<file path="src/rtl/seg_pkg.sv">
// Shared 7-segment constants: active-low hex glyph table, blank/error glyphs, scan states.
package seg_pkg;

    localparam logic [6:0] GLYPH_BLANK = 7'b1111111;
    localparam logic [6:0] GLYPH_ERR   = 7'b0101111;

    // Index 0 is the rightmost element; bit6 = g ... bit0 = a
    localparam logic [15:0][6:0] HEX_GLYPH = {
        7'b0001110, 7'b0000110, 7'b0100001, 7'b1000110,
        7'b0000011, 7'b0001000, 7'b0010000, 7'b0000000,
        7'b1111000, 7'b0000010, 7'b0010010, 7'b0011001,
        7'b0110000, 7'b0100100, 7'b1111001, 7'b1000000
    };

    typedef enum logic {
        IDLE,
        SCAN
    } state_t;

endpackage

</file>
<file path="src/rtl/seg_hex_decode.sv">
// Combinational nibble-to-glyph decoder; invalid digits render the error glyph.
module seg_hex_decode
    import seg_pkg::*;
(
    input  logic [3:0] nibble,
    input  logic       valid,
    output logic [6:0] glyph
);

    assign glyph = valid ? HEX_GLYPH[nibble] : GLYPH_ERR;

endmodule

</file>
<file path="src/rtl/seg_scan_4digit.sv">
// 4-digit common-anode 7-segment scanner with shadow registers and registered outputs.
// Optional leading-zero blanking is enabled by defining SEG_LZ_BLANK_EN.
module seg_scan_4digit
    import seg_pkg::*;
#(
    parameter int REFRESH_DIV = 100000,
    parameter int DIV_W       = $clog2(REFRESH_DIV + 1)
) (
    input  logic        clk,
    input  logic        rst_n,
    input  logic        load,
    input  logic        blank,
    input  logic [15:0] value,
    input  logic [3:0]  digit_valid,
    input  logic [3:0]  dp_in,
    output logic [6:0]  g_to_a,
    output logic [3:0]  an,
    output logic        dp
);

    state_t           state;
    logic [DIV_W-1:0] div_cnt;
    logic [1:0]       idx;
    logic [15:0]      value_q;
    logic [3:0]       valid_q;
    logic [3:0]       dp_q;

    logic [3:0] cur_nib;
    logic [6:0] cur_glyph;
    logic       lz_blank;
    logic       div_last;

    assign cur_nib  = value_q[4*idx +: 4];
    assign div_last = (div_cnt == DIV_W'(REFRESH_DIV - 1));

    seg_hex_decode u_dec (
        .nibble (cur_nib),
        .valid  (valid_q[idx]),
        .glyph  (cur_glyph)
    );

`ifdef SEG_LZ_BLANK_EN
    // zero_run[k]: digit k and every digit above it are valid zeros
    logic [3:0] zero_run;
    always_comb begin
        zero_run    = '0;
        zero_run[3] = valid_q[3] && (value_q[15:12] == 4'h0);
        zero_run[2] = zero_run[3] && valid_q[2] && (value_q[11:8] == 4'h0);
        zero_run[1] = zero_run[2] && valid_q[1] && (value_q[7:4]  == 4'h0);
        zero_run[0] = zero_run[1] && valid_q[0] && (value_q[3:0]  == 4'h0);
    end
    assign lz_blank = (idx != 2'd0) && zero_run[idx];
`else
    assign lz_blank = 1'b0;
`endif

    always_ff @(posedge clk or negedge rst_n) begin
        if (!rst_n) begin
            state   <= IDLE;
            div_cnt <= '0;
            idx     <= '0;
            value_q <= '0;
            valid_q <= '0;
            dp_q    <= '0;
            an      <= 4'b1111;
            g_to_a  <= GLYPH_BLANK;
            dp      <= 1'b1;
        end else if (blank) begin
            // blank wins over a simultaneous load; shadow registers keep their contents
            state   <= IDLE;
            div_cnt <= '0;
            idx     <= '0;
            an      <= 4'b1111;
            g_to_a  <= GLYPH_BLANK;
            dp      <= 1'b1;
        end else begin
            if (load) begin
                value_q <= value;
                valid_q <= digit_valid;
                dp_q    <= dp_in;
            end
            case (state)
                IDLE: begin
                    an     <= 4'b1111;
                    g_to_a <= GLYPH_BLANK;
                    dp     <= 1'b1;
                    if (load) begin
                        state   <= SCAN;
                        div_cnt <= '0;
                        idx     <= '0;
                    end
                end
                SCAN: begin
                    an     <= ~(4'b0001 << idx);
                    g_to_a <= lz_blank ? GLYPH_BLANK : cur_glyph;
                    dp     <= lz_blank ? 1'b1 : ~dp_q[idx];
                    if (div_last) begin
                        div_cnt <= '0;
                        idx     <= idx + 2'd1;
                    end else begin
                        div_cnt <= div_cnt + DIV_W'(1);
                    end
                end
                default: state <= IDLE;
            endcase
        end
    end

endmodule
</file>
<file path="config.mk">
export PLATFORM = sky130hd
export DESIGN_NAME = seg_scan_4digit
export DESIGN_NICKNAME = d
export VERILOG_FILES = /design/src/rtl/seg_pkg.sv /design/src/rtl/seg_hex_decode.sv /design/src/rtl/seg_scan_4digit.sv
export SDC_FILE = /design/constraint.sdc
export NUM_CORES = 1
export LEC_CHECK = 0
export CORE_ASPECT_RATIO = 0.8
export CORE_UTILIZATION = 35
export DETAILED_ROUTE_END_ITERATION = 8
export DONT_BUFFER_PORTS = 1
export PLACE_DENSITY = 0.53
export SETUP_SLACK_MARGIN = 0.3
export SLEW_MARGIN = 20
export SYNTH_ARGS = -nofsm -noshare
export SYNTH_HDL_FRONTEND = slang
export SYNTH_SLANG_ARGS = --single-unit
</file>
<file path="constraint.sdc">
create_clock -name clk -period 2.05 [get_ports clk]
set_input_delay 0.3075 -clock clk [delete_from_list [all_inputs] [get_ports clk]]
set_output_delay 0.3075 -clock clk [all_outputs]
set_load 0.05 [all_outputs]
</file>
# [After elaboration in Yosys (flattened, before gate mapping)]
# Memory sizes are Yosys's and may differ from the RTL's.
# Cells that the tools add are included.
[classes] addsub=2 n_lt_le_gt_ge=2 n_eq_ne=3 n_shift=2 muxes=23 n_bitwise=4 n_reduce_logical=2
[ops] op="17-bit 2-to-1 mux" count=3
[ops] op="17-bit case mux with 2 select lines" count=1
[ops] op="7-bit 2-to-1 mux" count=3
[ops] op="17-bit by 1-bit adder with 17-bit output, second input constant" count=1
[ops] op="17-bit == test, second input constant" count=1
[ops] op="16-bit by 5-bit variable part select with 4-bit output" count=1
[ops] op="7-bit case mux with 2 select lines" count=1
[ops] op="4-bit case mux with 2 select lines" count=1
[ops] op="1-bit 2-to-1 mux" count=6
[ops] op="2-bit 2-to-1 mux" count=3
[ops] op="4-bit by 5-bit < comparator with 1-bit output, second input constant" count=1
[ops] op="1-bit binary-select mux with 2-bit select" count=2
[ops] op="4-bit 2-to-1 mux" count=1
[ops] op="4-bit NOT" count=1
[ops] op="2-bit case mux with 2 select lines" count=1
[ops] op="2-bit AND reduction" count=2
[ops] op="1-bit by 2-bit << shifter with 4-bit output, first input constant" count=1
[ops] op="2-bit by 3-bit < comparator with 1-bit output, second input constant" count=1
[ops] op="3-bit by 2-bit != test with 1-bit output, second input constant" count=1
[ops] op="3-bit != test, second input constant" count=1
[ops] op="1-bit NOT" count=3
[ops] op="2-bit by 1-bit adder with 2-bit output, second input constant" count=1
[ops] op="1-bit case mux with 2 select lines" count=1
[word_totals] register_bits=56 mem_bits_ro=112 in_bits=28 n_memories=1
[mem_list] name="(name not given)" depth=16 word_bits=7 read_ports=1 rd_clocked_by_memory_dff=0 write_ports=0 line="seg_hex_decode.sv:10" rtl="assign glyph = valid ? HEX_GLYPH[nibble] : GLYPH_ERR;"

# [Depth between registers and ports, before layout]
[logic_depth] ltp_word=6 ltp_mapped=7

# [Cells and area by module]
# A second synthesis with hierarchy kept.
[unflattened] cells_unflattened=228 hier_area_um2=2783.9
[by_module_without_submodules] module="seg_scan_4digit" instances=1 cells_each=192 area_each_um2=2484.9 seq_area_each_um2=1416.4
[by_module_without_submodules] module="seg_hex_decode" instances=1 cells_each=36 area_each_um2=299.0 seq_area_each_um2=0.0

# [Worst setup path before layout]
# No wires, ideal clock.
[synth_path] kind="register -> register" from="reg idx[0]" to="reg g_to_a[4]" setup_ns=0.093 arrival_ns=1.789 required_ns=1.957 path_slack_ns=0.168 stages_incl_launch_ff=7 path_buffers=1 path_cell_list="dfrtp_1 > buf_6 > mux4_2 > ha_1 > mux2_1 > mux2i_1 > o21ai_1"
[synth_via] elab_chain_len=6
[synth_rtl] item="from (decl)" line="seg_scan_4digit.sv:23" rtl="logic [1:0] idx;"
[synth_rtl] item="from (signal assigned)" line="seg_scan_4digit.sv:99" rtl="idx <= idx + 2'd1;"
[synth_rtl] item="16-bit by 5-bit variable part select with 4-bit output" line="seg_scan_4digit.sv:33" rtl="assign cur_nib = value_q[4*idx +: 4];"
[synth_rtl] item="memory read 16 x 7 bit"
[synth_rtl] item="7-bit 2-to-1 mux (not written as such)" line="seg_hex_decode.sv:10"
[synth_rtl] item="7-bit 2-to-1 mux *" line="seg_hex_decode.sv:10"
[synth_rtl] item="7-bit case mux with 2 select lines *" line="seg_scan_4digit.sv:82" rtl="case (state)"
[synth_rtl] item="7-bit 2-to-1 mux *" line="seg_scan_4digit.sv:68" rtl="end else if (blank) begin"
[synth_rtl] item="to (signal assigned)" line="seg_scan_4digit.sv:95" rtl="g_to_a <= lz_blank ? GLYPH_BLANK : cur_glyph;"
[synth_rtl] item="to (decl)" line="seg_scan_4digit.sv:16" rtl="output logic [6:0] g_to_a,"
# Mark *: on every way between the ends. The rest lies on a longest branch, timed or not. The select of a mux whose other input is x is not followed.
# A chain may end at the register's enable or synchronous reset.

# [Final worst setup path]
[layout_path] from="reg idx[0]" to="reg g_to_a[6]"
# Same word-level chain as after synthesis.

==> impl_metrics.py <==
metrics = {
    "clock_tree": {
        "numCtsBuffers": 5,
        "clockBufferDepth": 2,
        "cts.clk_slew.worst_paths_ns": 0.11,
        "h-tree-depth": 2,
        "cts.sinks": 56,
        "cts_tree": "done",
        "cts_root_buf": "clkbuf_8",
        "clock_latency_ns": 0.31,
    },
    "floorplanning": {
        "start_util": 0.372,
        "die_h_um": 82.6,
        "core_mm2": 0.00764,
        "die_area_mm2": 0.00848,
        "ioPinCount": 40,
        "die_x_um": 103,
        "num_rows": 28,
    },
    "cells_and_area": {
        "fillers": 731,
        "nets": 308,
        "post-route-util": 0.447,
        "drive_above_1_share": 0.407,
        "syn_to_final_growth_pct": 20.2,
        "final_area_mm2": 0.00342,
        "fin_cells": 375,
        "n_antenna_cell": 0,
    },
    "synth": {
        "syn-num-nets": 279,
        "avgSynthCellArea_um2": 11.8,
        "syn-instance-count": 240,
        "yosysWarnings": 0,
        "synth_edf_count": 0,
        "synth-seq-cells": 56,
        "synthFlopType": "dfrtp_1",
        "synth_area_mm2": 0.00284,
        "synthArstFlopShare": 1.00,
        "synth_cell_types": 51,
        "seq_area_frac_synth": 0.498,
        "synthTopCellsByArea": "dfrtp_1, dfstp_2, mux2_2, ha_1, mux4_2",
        "synth_top_area_frac": 0.387,
        "synth_top_area_cell": "dfrtp_1",
    },
    "pwr": {
        "p_sw_frac": 0.290,
        "p_clk_frac": 0.269,
        "combPwrFrac": 0.171,
        "p_leak_uw": 0.00131,
        "intPower_uw": 1650,
        "p_seq_frac": 0.560,
        "vdd_drop_max_mv": 0.377,
        "switchingPower_uw": 676,
        "p_per_area_mw_per_mm2": 681,
    },
    "sta": {
        "tightest_slew_ns": 0.532,
        "final_hold_viol_count": 0,
        "tns_ns": 0,
        "whs_ns": 0.137,
        "fin_crit_ns": 1.87,
        "fin_crit_sh": 0.910,
        "timing.slew.headroom": 0.640,
        "rsz0062_at_grt": "true",
        "slew_violations": 0,
        "setup_violations": 0,
        "fmax_mhz": 536,
        "fin_skew_ns": 0.00602,
    },
    "detailed_routing": {
        "drtPass1Iterations": 4,
        "viasPerCell": 5.37,
        "drc": 0,
        "vias": 2014,
        "drt_iter0_markers": 123,
        "ant_nets": 0,
        "wl_um": 6340,
        "wl_per_cell_um": 16.9,
    },
    "placement": {
        "port_buffers": 0,
        "gp_congestion": 0.764,
        "dp.cells": 345,
        "hpwl_um": 3970,
        "place_area_mm2": 0.00303,
    },
    "critical_path": {
        "cp_cell_sequence": "mux4_2 > inv_2 > ha_2 > mux2_4 > a21oi_2 > o21ai_1",
        "reg2reg_slack_ns": 0.18,
        "crit_path_max_incr_delay_ns": 0.63,
        "cp_slowest_cell": "mux4_2",
        "end_kind": "flop",
        "cp_data_arrival_time_ns": 2.11,
        "critical_path_class": "reg -> reg",
        "critPathLaunchType": "flop",
        "cp_max_fo": 6,
        "cp_data_required_time_ns": 2.29,
        "reg2reg_depth": 6,
    },
    "global_routing": {
        "antenna_found_initial": 0,
        "grt_pass1_wl_um": 10100,
        "grt_max_degree": 57,
        "grt_pass1_vias": 1892,
        "track_usage": 0.157,
        "gr-total-overflow": 0,
    },
    "worst_hold_path": {
        "hp-class": "in -> reg",
        "min_path_cells": 1,
    },
    "status": {
        "status": "completed",
    },
    "job": {
        "max_cap_viol_count": 0,
    },
}
==> through the flow <==
stage,total power [uW],setup WS [ns]
finish,2330,0.184
global placement,1620,0.109
floorplan,1560,0.216
detailed placement,1630,0.0531
CTS,2330,0.205
global route,2450,0.101
==> kinds of logic (layout without fill, tap and decap cells) <==
family	Yosys count	in the layout	synth area share
DFF	56	56	0.498
AOI/OAI and AO/OA	42	42	0.100
muxes	36	37	0.162
buffers and inverters	20	49	0.0335
and+or+nand+nor	69	69	0.138
adders and majority gates	11	11	0.0484
xor gates and xnor gates	6	6	0.0185
==> sequential cells by signal, summed over array words and instances (netlist names) <==
signal	flops
dp_q	4
valid_q	4
g_to_a	7
an	4
div_cnt	17
value_q	16
dp	1
idx	2
state	1
==> routing by layer <==
| metal | vias up | wire, um | track usage |
|---|---|---|---|
| li1 | 954 | - | - |
| met1 | 999 | 3110 | 0.242 |
| met2 | 55 | 2760 | 0.215 |
| met3 | 6 | 401 | 0.0362 |
| met4 | 0 | 72 | 0.0465 |
| met5 | - | 0 | 0 |
==> critical path, delay by kind of cell, from the launching register on <==
kind	cells	cell delay (ns)
AOI/OAI and AO/OA	2	0.19
DFF	1	0.46
adders and majority gates	1	0.20
buffers and inverters	1	0.16
muxes	2	0.77
==> power by group through the flow <==
stage | Sequential (uW) | Combinational [uW] | Clock (uW)
final | 1300 | 399 | 626
after global routing | 1320 | 443 | 689
after CTS | 1300 | 375 | 654
after detailed placement | 1320 | 312 | 0
after global placement | 1310 | 306 | 0
after floorplan | 1300 | 261 | 0
==> placed cells by master (no fill, tap or decap), types with 4 or more instances in the layout <==
cell / n
o211ai_1: 5
nand3_1: 9
mux2_2: 25
buf_4: 27
o31ai_1: 4
nand2_1: 19
clkbuf_8: 5
dfstp_2: 12
mux4_2: 5
nor3_1: 5
nor4_1: 4
ha_4: 4
o21ai_1: 9
xnor2_1: 6
dfrtp_1: 41
inv_1: 7
ha_1: 4
a21oi_1: 9
==> synth_stat cells, drive strengths merged (2+ instances only) <==
cell type  count
or4            4
clkbuf         5
dfrtp         44
nor2b          2
nor3           5
mux2i          3
nand4          4
inv            9
nor3b          2
or2            5
ha            11
dfstp         12
a22oi          3
nor4           4
o211ai         5
xnor2          6
o31ai          4
buf            6
nand2b         2
mux4           5
nor2           4
a21oi         10
o21ai         11
mux2          28
o211a          2
or3            4
nand2         19
nand3         10
==> path summary, 6_finish.rpt <==
kind,to,start
worst max-delay path,g_to_a[6],idx[0]
worst min-delay path,value_q[7],value[7]
worst max register to register,g_to_a[6],idx[0]
worst min register to register,value_q[1],value_q[1]
max in group asynchronous,g_to_a[6],rst_n
min in group asynchronous,div_cnt[16],rst_n
==> layout make-up <==
| cell class | instances | area [um^2] | share of cell area |
|---|---|---|---|
| Clock inverter | 3 | 23.8 | 0.00696 |
| Clock buffer | 5 | 68.8 | 0.0201 |
| Multi-Input combinational cell | 165 | 1460 | 0.428 |
| Timing Repair Buffer | 32 | 274 | 0.0802 |
| Tap cell | 105 | 131 | 0.0385 |
| Inverter | 9 | 36.3 | 0.0106 |
| Sequential cell | 56 | 1420 | 0.416 |
==> repair_timing <==
action	in CTS	in global routing
hold buffers	2	0
pin swaps	8	13
endpoints found under the hold margin	56	0
resized for setup	7	14
setup buffers	8	11
setup endpoints to repair	23	24
cloned	1	0
(Power assumes the default switching activity.)
